<file path="config.mk">
export PLATFORM = sky130hd
export DESIGN_NAME = dram_ctrl
export DESIGN_NICKNAME = d
export VERILOG_FILES = /design/src/rtl/dram_ctrl.sv
export SDC_FILE = /design/constraint.sdc
export NUM_CORES = 1
export LEC_CHECK = 0
export CAP_MARGIN = 40
export CORE_MARGIN = 3
export CORE_UTILIZATION = 55
export CTS_CLUSTER_DIAMETER = 100
export CTS_CLUSTER_SIZE = 25
export DETAILED_ROUTE_END_ITERATION = 6
export PLACE_DENSITY = 0.83
export SLEW_MARGIN = 10
export SYNTH_ARGS = -nofsm -noshare
export SYNTH_HDL_FRONTEND = slang
export SYNTH_SLANG_ARGS = --single-unit
</file>
<file path="constraint.sdc">
create_clock -name dram_clk -period 6.1 [get_ports dram_clk]
set_input_delay 1.22 -clock dram_clk [delete_from_list [all_inputs] [get_ports dram_clk]]
set_output_delay 1.22 -clock dram_clk [all_outputs]
set_load 0.02 [all_outputs]
</file>
<file path="src/rtl/dram_ctrl.sv">
// Closed-page DRAM controller: one ACT/RW/PRE sequence per request plus periodic refresh.
// Every pin and user output is a flop loaded from the decode of the next state.
module dram_ctrl #(
    parameter int unsigned NUMBER_OF_COLUMNS = 8,
    parameter int unsigned NUMBER_OF_ROWS    = 128,
    parameter int unsigned NUMBER_OF_BANKS   = 8,
    parameter int unsigned DRAM_DATA_WIDTH   = 2,
    parameter int unsigned REFRESH_INTERVAL  = 1000,
    localparam int unsigned COLUMN_WIDTH    = $clog2(NUMBER_OF_COLUMNS / DRAM_DATA_WIDTH),
    localparam int unsigned ROW_WIDTH       = $clog2(NUMBER_OF_ROWS),
    localparam int unsigned BANK_ID_WIDTH   = $clog2(NUMBER_OF_BANKS),
    localparam int unsigned U_ADDR_WIDTH    = BANK_ID_WIDTH + ROW_WIDTH + COLUMN_WIDTH,
    localparam int unsigned DRAM_ADDR_WIDTH = (ROW_WIDTH > COLUMN_WIDTH) ? ROW_WIDTH : COLUMN_WIDTH
) (
    input  logic                       dram_clk,
    input  logic                       dram_rst,
    input  logic                       req_valid,
    output logic                       req_ready,
    input  logic                       req_we,
    input  logic [U_ADDR_WIDTH-1:0]    req_addr,
    input  logic [DRAM_DATA_WIDTH-1:0] req_wr_data,
    output logic                       rsp_valid,
    output logic [DRAM_DATA_WIDTH-1:0] rsp_rd_data,
    output logic                       refresh_busy,
    output logic                       dram_cs_n,
    output logic                       dram_ras_n,
    output logic                       dram_cas_n,
    output logic                       dram_we_n,
    output logic [DRAM_ADDR_WIDTH-1:0] dram_addr,
    output logic [BANK_ID_WIDTH-1:0]   dram_bank_id,
    output logic [DRAM_DATA_WIDTH-1:0] dram_wr_data,
    output logic                       dram_clk_en,
    input  logic [DRAM_DATA_WIDTH-1:0] dram_rd_data,
    input  logic                       dram_refresh_done
);

    localparam int unsigned CNT_WIDTH = (REFRESH_INTERVAL > 1) ? $clog2(REFRESH_INTERVAL) : 1;

    localparam logic [3:0] CMD_NOP   = 4'b0111;
    localparam logic [3:0] CMD_ACT   = 4'b0011;
    localparam logic [3:0] CMD_READ  = 4'b0101;
    localparam logic [3:0] CMD_WRITE = 4'b0100;
    localparam logic [3:0] CMD_PRE   = 4'b0010;
    localparam logic [3:0] CMD_REF   = 4'b0001;
    localparam logic [3:0] CMD_DESEL = 4'b1111;

    typedef enum logic [2:0] {
        S_RST, S_IDLE, S_ACT, S_RW, S_PRE, S_REF, S_REF_WAIT
    } state_t;

    state_t                     state_q, state_n;
    logic [CNT_WIDTH-1:0]       cnt_q, cnt_n;
    logic                       pending_q, pending_n;
    logic                       wrap_c, accept_c;
    logic                       we_q;
    logic [U_ADDR_WIDTH-1:0]    addr_q;
    logic [DRAM_DATA_WIDTH-1:0] wdata_q;
    logic [3:0]                 cmd_q, cmd_d;
    logic [DRAM_ADDR_WIDTH-1:0] addr_d;
    logic [BANK_ID_WIDTH-1:0]   bank_d;
    logic [DRAM_DATA_WIDTH-1:0] wdata_d, rd_d;
    logic                       ready_d, busy_d, rsp_d;

    logic [ROW_WIDTH-1:0]       req_row_c, row_q;
    logic [BANK_ID_WIDTH-1:0]   req_bank_c, bank_q;
    logic [COLUMN_WIDTH-1:0]    col_q;

    assign req_row_c  = req_addr[COLUMN_WIDTH +: ROW_WIDTH];
    assign req_bank_c = req_addr[COLUMN_WIDTH + ROW_WIDTH +: BANK_ID_WIDTH];
    assign col_q      = addr_q[COLUMN_WIDTH-1:0];
    assign row_q      = addr_q[COLUMN_WIDTH +: ROW_WIDTH];
    assign bank_q     = addr_q[COLUMN_WIDTH + ROW_WIDTH +: BANK_ID_WIDTH];

    assign wrap_c   = (cnt_q == CNT_WIDTH'(REFRESH_INTERVAL - 1));
    assign cnt_n    = wrap_c ? '0 : cnt_q + CNT_WIDTH'(1);
    assign accept_c = req_valid && req_ready;

    assign {dram_cs_n, dram_ras_n, dram_cas_n, dram_we_n} = cmd_q;

    // State, free-running refresh counter and pending flag
    always_ff @(posedge dram_clk or posedge dram_rst) begin
        if (dram_rst) begin
            state_q   <= S_RST;
            cnt_q     <= '0;
            pending_q <= 1'b0;
        end else begin
            state_q   <= state_n;
            cnt_q     <= cnt_n;
            pending_q <= pending_n;
        end
    end

    always_ff @(posedge dram_clk or posedge dram_rst) begin
        if (dram_rst) begin
            we_q    <= 1'b0;
            addr_q  <= '0;
            wdata_q <= '0;
        end else if (accept_c) begin
            we_q    <= req_we;
            addr_q  <= req_addr;
            wdata_q <= req_wr_data;
        end
    end

    // A wrap this cycle counts as pending already, so IDLE can go straight to REF
    always_comb begin
        state_n   = state_q;
        pending_n = pending_q | wrap_c;
        case (state_q)
            S_RST:      state_n = S_IDLE;
            S_IDLE: begin
                if (pending_q || wrap_c) begin
                    state_n   = S_REF;
                    pending_n = 1'b0;
                end else if (accept_c) begin
                    state_n = S_ACT;
                end
            end
            S_ACT:      state_n = S_RW;
            S_RW:       state_n = S_PRE;
            S_PRE:      state_n = S_IDLE;
            S_REF:      state_n = S_REF_WAIT;
            S_REF_WAIT: if (dram_refresh_done) state_n = S_IDLE;
            default:    state_n = S_IDLE;
        endcase
    end

    // Next values of the output flops, decoded from the state being entered
    always_comb begin
        cmd_d   = CMD_NOP;
        addr_d  = dram_addr;
        bank_d  = dram_bank_id;
        wdata_d = dram_wr_data;
        busy_d  = 1'b0;
        case (state_n)
            S_ACT: begin
                cmd_d  = CMD_ACT;
                addr_d = DRAM_ADDR_WIDTH'(req_row_c);
                bank_d = req_bank_c;
            end
            S_RW: begin
                cmd_d   = we_q ? CMD_WRITE : CMD_READ;
                addr_d  = DRAM_ADDR_WIDTH'(col_q);
                bank_d  = bank_q;
                wdata_d = wdata_q;
            end
            S_PRE: begin
                cmd_d  = CMD_PRE;
                addr_d = DRAM_ADDR_WIDTH'(row_q);
                bank_d = bank_q;
            end
            S_REF: begin
                cmd_d  = CMD_REF;
                busy_d = 1'b1;
            end
            S_REF_WAIT: busy_d = 1'b1;
            default: ;
        endcase
        ready_d = (state_n == S_IDLE) && !pending_n && (cnt_n != CNT_WIDTH'(REFRESH_INTERVAL - 1));
        rsp_d   = (state_q == S_PRE);
        rd_d    = (state_q == S_PRE && !we_q) ? dram_rd_data : rsp_rd_data;
    end

    always_ff @(posedge dram_clk or posedge dram_rst) begin
        if (dram_rst) begin
            cmd_q        <= CMD_DESEL;
            dram_addr    <= '0;
            dram_bank_id <= '0;
            dram_wr_data <= '0;
            dram_clk_en  <= 1'b0;
            req_ready    <= 1'b0;
            rsp_valid    <= 1'b0;
            rsp_rd_data  <= '0;
            refresh_busy <= 1'b0;
        end else begin
            cmd_q        <= cmd_d;
            dram_addr    <= addr_d;
            dram_bank_id <= bank_d;
            dram_wr_data <= wdata_d;
            dram_clk_en  <= 1'b1;
            req_ready    <= ready_d;
            rsp_valid    <= rsp_d;
            rsp_rd_data  <= rd_d;
            refresh_busy <= busy_d;
        end
    end

endmodule

</file>
==> out/results.tsv, run 1 <==
stage	metric	value	unit
sta	clock_skew	7.52	ps
pwr	pwr_density_cell	440	mW/mm^2
critical_path	cp.arrival	3290	ps
synthesis	synth-seq-cells	51	
run_status	outcome	completed	
run	drv_cap	0	
critical_path	cpMaxStageDelayCell	o21ai_0	
synthesis	synth_ff_type	dfrtp_1	
grt	antenna_found_initial	0	
critical_path	required	6290	ps
floorplan	ios	43	
floorplan	die-height	70.7	um
placement	post-place-cells	283	
grt	grt_pass1_wl	8250	um
cts	clockRootBuffer	clkbuf_8	
sta	rsz0062_at_grt	false	
sta	tightest_slew	859	ps
synthesis	synthDistinctLibCells	47	
synthesis	syn_inst	200	
detailed_routing	wirelength	4780	um
sta	hold_viol_final	0	
sta	fin_crit	3100	ps
pwr	ir_drop	268	uV
cts	clk_pin_slew	90	ps
synthesis	syn_area	0.00230	mm^2
synthesis	yosysWarnings	0	
placement	gp_congestion	0.832	
cells_and_area	final_common_cell	dfrtp_1	
cts	ctsHoldBuffers	0	
cts	clock_path_buffers	2	
cells_and_area	final_cell_mix	dfrtp_1, clkdlybuf4s50_1, nand2_1	
sta	finalMaxSlewViolations	0	
synthesis	synth_fp_nets	223	
critical_path	cp_top_family	compound AO/OA/AOI/OAI gates	
floorplan	die_w	70.7	um
grt	use_met1	27.4	%
detailed_routing	routed_wire_length_per_instance	16.4	um
synthesis	syn_area_per_cell	11.5	um^2
grt	grt-ovfl-total	0	
synthesis	synth_seq_area_share	55.6	%
critical_path	path_cells	clkdlybuf4s50_1, and2_2, o21ai_0, nand2_1, a221oi_2, mux2_1	
cts	clk_latency	310	ps
sta	maxSlewHeadroom	42.6	%
critical_path	cp.depth	6	
floorplan	core	0.00385	mm^2
cells_and_area	final_cells	291	
cts	numClockSinks	51	
detailed_routing	drc	0	
cts	cts_resized	0	
cts	cts_buffers	5	
critical_path	crit_path_end_kind	register	
cells_and_area	fin_util	73.6	%
critical_path	slowest_delay	460	ps
cts	cts_setup_buffers	0	
synthesis	synthArstFlopShare	100	%
sta	max_freq	0.323	GHz
cells_and_area	nets	265	
min_path	hp-class	register to register	
grt	busiest_layer	met2	
sta	setup_viol	0	
detailed_routing	vias	1715	
placement	portBuffers	42	
cells_and_area	drive_gt1_share	16.5	%
grt	grt_start_max_net_pins	41	
cells_and_area	final_area	0.00284	mm^2
detailed_routing	via_per_inst	5.89	
cts	cts_max_level	2	
detailed_routing	antenna_left	0	
detailed_routing	first_iter_violations	183	
placement	dp_hpwl	3560	um
sta	min_period_over_period	50.8	%
grt	grt_use_met3	6.68	%
critical_path	critPathBufInv	1	
critical_path	rr_worst_depth	6	
grt	grtUsageMet2	31.6	%
critical_path	worstSetupPathType	primary input to register	
detailed_routing	first_pass_iters	5	
floorplan	die_area	0.00500	mm^2
grt	track_usage	20.9	%
cells_and_area	synthToLayoutAreaGrowth	23.2	%
critical_path	crit_fanout	22	
cts	cts_tree	yes	
sta	tns	0	ps
grt	grt_pass1_vias	1782	
critical_path	startpoint_type	primary input	
min_path	hold_depth	2	
cells_and_area	num_antenna_cells	0	
floorplan	rows	22	
synthesis	synth_edf_count	0	
placement	dpl_cell_area	0.00275	mm^2
floorplan	initial_core_util	59.8	%
pwr	p_total	1250	uW
pwr	total_leakage_power	0.00121	uW
## path summary, 6_finish.rpt
kind / start / to / slack [ps]
worst max-delay path: req_valid / dram_wr_data[1] / 3000
worst min-delay path: dram_addr[6] / dram_addr[6] / 480
worst max register to register: cnt_q[0] / dram_wr_data[1] / 3860
worst min register to register: dram_addr[6] / dram_addr[6] / 480
max in group asynchronous: dram_rst / cmd_q[1] / 4410
min in group asynchronous: dram_rst / dram_clk_en / 1150
## final cells by class
| class | instances | area (um^2) |
|---|---|---|
| Inverter | 5 | 18.8 |
| Tap cell | 48 | 60.1 |
| Clock inverter | 2 | 12.5 |
| Clock buffer | 6 | 72.6 |
| Timing Repair Buffer | 43 | 440 |
| Fill cell | 295 | 1020 |
| Sequential cell | 51 | 1280 |
| Multi-Input combinational cell | 136 | 952 |
## power breakdown
group          internal (uW)  switching (uW)
combinational            246             260
clock                   80.4             111
sequential               463            86.1
total                    790             458
## worst min-delay path, delay by kind of cell, from the launching register on
kind,cells,cell delay (ps)
AND/OR/NAND/NOR,2,100
flip-flops,1,350
## kinds of logic after synthesis
group           share of synthesized area, %
flops                                   55.6
compound gates                          13.4
other cells                            0.326
simple gates                            14.4
mux                                     10.2
fa+ha+maj                               1.09
buf+inv                                 3.04
xor+xnor                                1.90
## sequential cells by signal (all words and copies together), names as in the netlist, 2 cells and up
| register | count |
|---|---|
| addr_q | 12 |
| cmd_q | 4 |
| cnt_q | 10 |
| dram_addr | 7 |
| dram_bank_id | 3 |
| dram_wr_data | 2 |
| rsp_rd_data | 2 |
| state_q | 3 |
| wdata_q | 2 |
## per-layer routing
metal  wire length [um]  share of wire [%]
met2               2350                 49
met5                  0                  0
met1               2040                 43
met4                118                2.5
met3                280                5.9
## metrics by stage
step / hold WS, ps / setup slack, ps
after CTS: 481 / 3020
after global routing: 508 / 2840
after detailed placement: 460 / 2690
final: 476 / 3000
after floorplan: 425 / 3550
after global placement: 454 / 2820
## synth_stat cells (all sizes together), types with 3 or more instances
library cell,count,area share (%)
nand3,8,2.0
xnor2,3,1.1
mux2,20,9.8
a221oi,4,1.8
a32oi,5,1.9
a22oi,3,0.98
nor2b,4,1.1
a21oi,5,1.1
nand2b,3,0.81
buf,6,1.9
nor2,13,2.1
and2,4,1.2
nand2,23,3.7
o21ai,14,3.5
inv,5,0.81
dfstp,4,4.6
dfrtp,47,51
and3,3,1.0
Note: power is estimated with default switching activity, not from simulation.
==> inputs of run 2 (changes only) <==
- CORE_UTILIZATION: 55 -> 51
- PLACE_DENSITY: 0.83 -> 0.77
- clock period: 6.1 -> 3.1 ns (I/O delays scaled with it)
==> run 2 against run 1 <==
Sequential power rose by 96%. Power grew 110%. Global-route usage shrank 1.4 points. Flip-flop and latch count is the same. Register-to-register slack lost 3000 ps. Sequential share of layout area shrank 0.94 points. Critical endpoint unchanged. Largest cell class unchanged. Highest routed layer unchanged.
==> out/results.tsv, run 2 (synthesis gave the netlist of run 1 again) <==
stage	metric	value	unit	change
run_status	outcome	completed		
cells_and_area	reg.largest.list	addr_q (12), cnt_q (10), dram_addr (7)		
cts	clk_pin_slew	100	ps	about the same
cells_and_area	synthToLayoutAreaGrowth	25.8	%	
sta	tns	0	ps	unchanged
detailed_routing	routed_wire_length_per_instance	15.8	um	-3.7%
placement	portBuffers	42		unchanged
grt	antenna_found_initial	0		unchanged
sta	hold_ws	475	ps	-1.91 ps
detailed_routing	first_iter_violations	150		-18%
detailed_routing	antenna_left	0		unchanged
min_path	hold_path.startpoint	we_q		
sta	fin_crit	2250	ps	
floorplan	initial_core_util	55.2	%	-4.6 points
critical_path	r2r_end	dram_wr_data[1]		
sta	setup_slack	849	ps	-2150 ps
grt	grt_pass1_vias	1689		-5.2%
detailed_routing	drc	0		unchanged
sta	finalMaxSlewViolations	0		unchanged
critical_path	crit_fanout	22		unchanged
min_path	whs_endpoint	cmd_q[0]		
grt	track_usage	19.5	%	-1.4 points
floorplan	die-height	73.2	um	+3.5%
critical_path	rrSetupSlack	900	ps	-2960 ps
sta	clock_skew	10.2	ps	+2.64 ps
cts	clock_path_buffers	2		unchanged
critical_path	cp.arrival	2440	ps	-850 ps
cts	cts_tree	yes		
floorplan	die_w	73.2	um	+3.5%
run	drv_cap	0		unchanged
cells_and_area	multi_input_area	952	um^2	unchanged
cts	clockRootBuffer	clkbuf_8		
cells_and_area	fin_util	69.4	%	-4.2 points
cts	numClockSinks	51		unchanged
sta	maxSlewHeadroom	56.4	%	+14 points
cts	cts_setup_buffers	0		unchanged
detailed_routing	first_pass_iters	4		-1
detailed_routing	wirelength	4680	um	-2.1%
cells_and_area	top_register	addr_q		
placement	dpl_cell_area	0.00277	mm^2	+0.45%
floorplan	die_area	0.00536	mm^2	+7.2%
sta	setup_viol	0		unchanged
sta	hold_viol_final	0		unchanged
sta	tightest_slew	651	ps	-208 ps
sta	max_freq	0.444	GHz	
cells_and_area	final_common_cell	dfrtp_1		
floorplan	rows	23		+4.5%
grt	grt-ovfl-total	0		unchanged
min_path	hp-class	register to register		
sta	rsz0062_at_grt	false		
sta	min_period_over_period	72.6	%	
cells_and_area	seq_area	0.00128	mm^2	unchanged
critical_path	timing.rr.start	cnt_q[0]		
cts	cts_max_level	2		unchanged
critical_path	startpoint_type	primary input		
cells_and_area	final_cell_mix	dfrtp_1, clkdlybuf4s50_1, nand2_1		
cells_and_area	fill_cells	319		+8.1%
min_path	hold_depth	1		-1
cts	clk_latency	300	ps	about the same
floorplan	core	0.00417	mm^2	+8.3%
critical_path	worstSetupPathType	primary input to register		
critical_path	required	3290	ps	-3000 ps
critical_path	rr_worst_depth	6		unchanged
placement	dpl_worst_slack	526	ps	-2160 ps
detailed_routing	vias	1693		-1.3%
cells_and_area	num_antenna_cells	0		unchanged
cells_and_area	nets	268		+1.1%
cells_and_area	drive_gt1_share	17.5	%	+1.0 points
grt	grt_start_max_net_pins	25		-39%
cells_and_area	final_area	0.00290	mm^2	+2.1%
critical_path	crit_path_end_kind	register		
cells_and_area	largest_reg_flops	12		unchanged
cts	cts_buffers	5		unchanged
placement	gp_congestion	0.805		-3.3%
pwr	pwr_density_cell	905	mW/mm^2	+110%
pwr	total_leakage_power	0.00124	uW	+2.8%
cts	ctsHoldBuffers	0		unchanged
floorplan	ios	43		unchanged
grt	grt_pass1_wl	8090	um	-1.9%
placement	dp_hpwl	3380	um	-4.9%
cts	cts_resized	0		unchanged
pwr	ir_drop	509	uV	+90%
detailed_routing	via_per_inst	5.72		-3.0%
==> run 2: cell count changes in the layout (fill, tap and decap cells not counted) <==
cell,delta
buf_12,-1
buf_4,+4
bufinv_16,+2
clkinv_2,-1
clkinvlp_4,-1
==> run 2: stage by stage <==
| step | std cells | total power [uW] |
|---|---|---|
| after floorplan | 200 | 1700 |
| after global placement | 288 | 2070 |
| after detailed placement | 288 | 2100 |
| after CTS | 296 | 2640 |
| after global routing | 296 | 2790 |
| final | 296 | 2620 |
==> run 2: worst max-delay path by stage <==
stage / startpoint / end / slack [ps] / cells past startpoint
3_3_place_gp: req_valid / dram_wr_data[1] / 570 / 6
3_5_place_dp: req_valid / dram_wr_data[1] / 530 / 6
4_1_cts: req_valid / dram_wr_data[1] / 840 / 6
5_1_grt: req_valid / dram_wr_data[1] / 710 / 6
6_report: req_valid / dram_wr_data[1] / 850 / 6
2_1_floorplan: cnt_q[0] / dram_wr_data[0] / 1110 / 6
==> run 2: critical path, cell delays in order <==
cell	delay, ps
clkdlybuf4s50_1	390
and2_2	360
o21ai_0	290
nand2_1	120
a221oi_2	310
mux2_1	350
==> run 2: routing by layer <==
layer	GRT usage, %	wire (um)
met5	0	0
met4	6.97	56
met1	27.3	2170
met3	3.99	187
met2	30.1	2260
==> run 2: area by class of cell <==
class / instances / area share [%]
clock buffer: 6 / 2.50
clock inverter: 2 / 2.07
inverter: 5 / 0.648
multi-input combinational: 136 / 32.9
sequential: 51 / 44.2
tap: 50 / 2.16
timing repair buffer: 46 / 15.5
==> run 2: where the power goes <==
group / switching, uW / internal, uW
logic: 505 / 496
clock network: 217 / 323
registers: 168 / 912
==> inputs of run 3 (changes only) <==
- clock period: 3.1 -> 2.3 ns (I/O delays scaled with it)
==> run 3 against run 2 <==
Worst hold slack about the same. Combinational power up 45%. Routed wire length down 3.0%. Power up 33%. Clock power up 16%. Via count down 2.7%. Non-clock buffer count up 6. Largest cell class unchanged. Critical path depth unchanged. Flip-flop and latch count unchanged. Die area unchanged. Setup slack worse by 720 ps. Largest power group is now combinational cells. Highest routed layer unchanged.
==> out/results.tsv, run 3 (synthesis gave the netlist of run 1 again) <==
stage	metric	value	unit	change
run_status	outcome	completed		
sta	hold_viol_final	0		unchanged
cts	clockRootBuffer	clkbuf_8		
detailed_routing	routed_wire_length_per_instance	15.0	um	-5.0%
cells_and_area	reg.largest.list	addr_q (12), cnt_q (10), dram_addr (7)		
run	drv_cap	0		unchanged
pwr	p_int	2270	uW	+31%
placement	dpl_cell_area	0.00282	mm^2	+2.1%
sta	clock_skew	9.30	ps	-0.858 ps
cells_and_area	num_antenna_cells	0		unchanged
cts	clock_path_buffers	2		unchanged
cts	clk_pin_slew	90	ps	about the same
floorplan	die-height	73.2	um	unchanged
detailed_routing	first_iter_violations	150		unchanged
cells_and_area	final_area	0.00294	mm^2	+1.5%
sta	hold_ws	475	ps	+0.117 ps
critical_path	rrSetupSlack	130	ps	-770 ps
cts	clk_latency	310	ps	about the same
detailed_routing	via_per_inst	5.46		-4.6%
grt	grt_pass1_vias	1638		-3.0%
cells_and_area	nets	274		+2.2%
detailed_routing	first_pass_iters	5		+1
cells_and_area	largest_reg_flops	12		unchanged
floorplan	die_area	0.00536	mm^2	unchanged
critical_path	r2r_end	dram_wr_data[0]		
critical_path	timing.rr.start	cnt_q[0]		
sta	fin_crit	2170	ps	
min_path	hold_path.startpoint	dram_addr[5]		
critical_path	crit_fanout	6		-73%
placement	post-place-cells	294		+2.1%
critical_path	rr_worst_depth	6		unchanged
floorplan	die_w	73.2	um	unchanged
pwr	pwr_density_cell	1180	mW/mm^2	+31%
min_path	whs_endpoint	dram_addr[5]		
cells_and_area	final_cells	302		+2.0%
sta	max_freq	0.461	GHz	
pwr	pwr-share-clk	18.0	%	-2.6 points
cells_and_area	fin_util	70.5	%	+1.0 points
critical_path	startpoint	cnt_q[0]		
placement	gp_congestion	0.859		+6.7%
critical_path	cp.arrival	2370	ps	-70 ps
grt	grt-ovfl-total	0		unchanged
cells_and_area	synthToLayoutAreaGrowth	27.6	%	
pwr	total_leakage_power	0.00127	uW	+2.2%
min_path	hp-class	register to register		
critical_path	required	2500	ps	-790 ps
detailed_routing	vias	1648		-2.7%
sta	setup_viol	0		unchanged
floorplan	rows	23		unchanged
pwr	switchingPower	1210	uW	+36%
critical_path	startpoint_type	register		
cts	cts_buffers	5		unchanged
placement	dp_hpwl	3180	um	-6.0%
detailed_routing	wirelength	4540	um	-3.0%
grt	antenna_found_initial	0		unchanged
floorplan	ios	43		unchanged
grt	grt_pass1_wl	7780	um	-3.8%
critical_path	worstSetupPathType	register to register		
placement	portBuffers	42		unchanged
floorplan	core	0.00417	mm^2	unchanged
sta	finalMaxSlewViolations	0		unchanged
cts	cts_max_level	2		unchanged
pwr	p_comb_share	41.6	%	+3.4 points
grt	grt_start_max_net_pins	52		+110%
pwr	ir_drop	684	uV	+34%
min_path	hold_depth	2		+1
detailed_routing	antenna_left	0		unchanged
sta	min_period_over_period	94.3	%	
cells_and_area	drive_gt1_share	20.6	%	+3.2 points
critical_path	crit_path_end_kind	register		
grt	track_usage	19.3	%	-0.24 points
cells_and_area	final_common_cell	dfrtp_1		
floorplan	initial_core_util	55.2	%	unchanged
cells_and_area	top_register	addr_q		
pwr	swShare	34.8	%	+0.79 points
pwr	pwr-share-seq	40.4	%	-0.8 points
cts	numClockSinks	51		unchanged
cells_and_area	final_cell_mix	dfrtp_1, clkdlybuf4s50_1, nand2_1		
sta	tns	0	ps	unchanged
detailed_routing	drc	0		unchanged
cts	cts_tree	yes		
cells_and_area	fill_cells	300		-6.0%
sta	rsz0062_at_grt	false		
-- run 3: cell count changes in the layout (fill, tap and decap cells not counted), sizes merged --
| cell | delta |
|---|---|
| clkbuf | -1 |
| buf | +6 |
| bufinv | -1 |
| clkinv | +2 |
-- run 3: worst max-delay path by stage --
stage	to	slack (ps)
final	dram_wr_data[0]	130
after global placement	dram_wr_data[0]	110
after detailed placement	dram_wr_data[1]	60
after CTS	dram_wr_data[0]	100
after global routing	dram_wr_data[1]	8
after floorplan	dram_wr_data[0]	310
-- run 3: per-layer routing --
metal	up-vias	track usage (%)	share of wire, %
li1	814	-	-
met3	5	5.37	5.0
met1	795	27.6	47
met2	34	28.0	47
met4	0	6.76	1.5
met5	-	0	0
-- run 3: worst max-delay path: stages, from the launching register on --
cell	delay [ps]
dfrtp_1	430
ha_1	270
and4b_4	240
a311oi_1	340
o21ai_2	140
a221oi_2	280
mux2_1	360
-- run 3: power by group through the flow --
stage          Sequential [uW]  Combinational (uW)  Clock [uW]
5_1_grt                   1440                1590         685
3_5_place_dp              1420                1450           0
6_report                  1410                1450         627
2_1_floorplan             1570                 722           0
3_3_place_gp              1420                1430           0
4_1_cts                   1410                1460         640
-- run 3: cell type report --
type,count,area (um^2),area share [%]
repair buffers,52,508,17.3
multi-input cells,136,957,32.6
inverters,5,18.8,0.638
flip-flops and latches,51,1280,43.6
well taps,50,62.6,2.13
clock buffers,5,68.8,2.34
clock inverters,3,43.8,1.49
-- run 3: per-stage QoR --
stage                     total power, uW  setup WS, ps
after floorplan                      2290           308
after global placement               2850           112
after detailed placement             2860          59.4
after CTS                            3500          98.3
after global routing                 3720          8.23
final                                3480           130
-- run 3: timing repair --
item                       4_1_cts  5_1_grt
resized for setup                0        2
hold buffers                     0        0
setup endpoints to repair        0        2
buffers inserted                 0        0
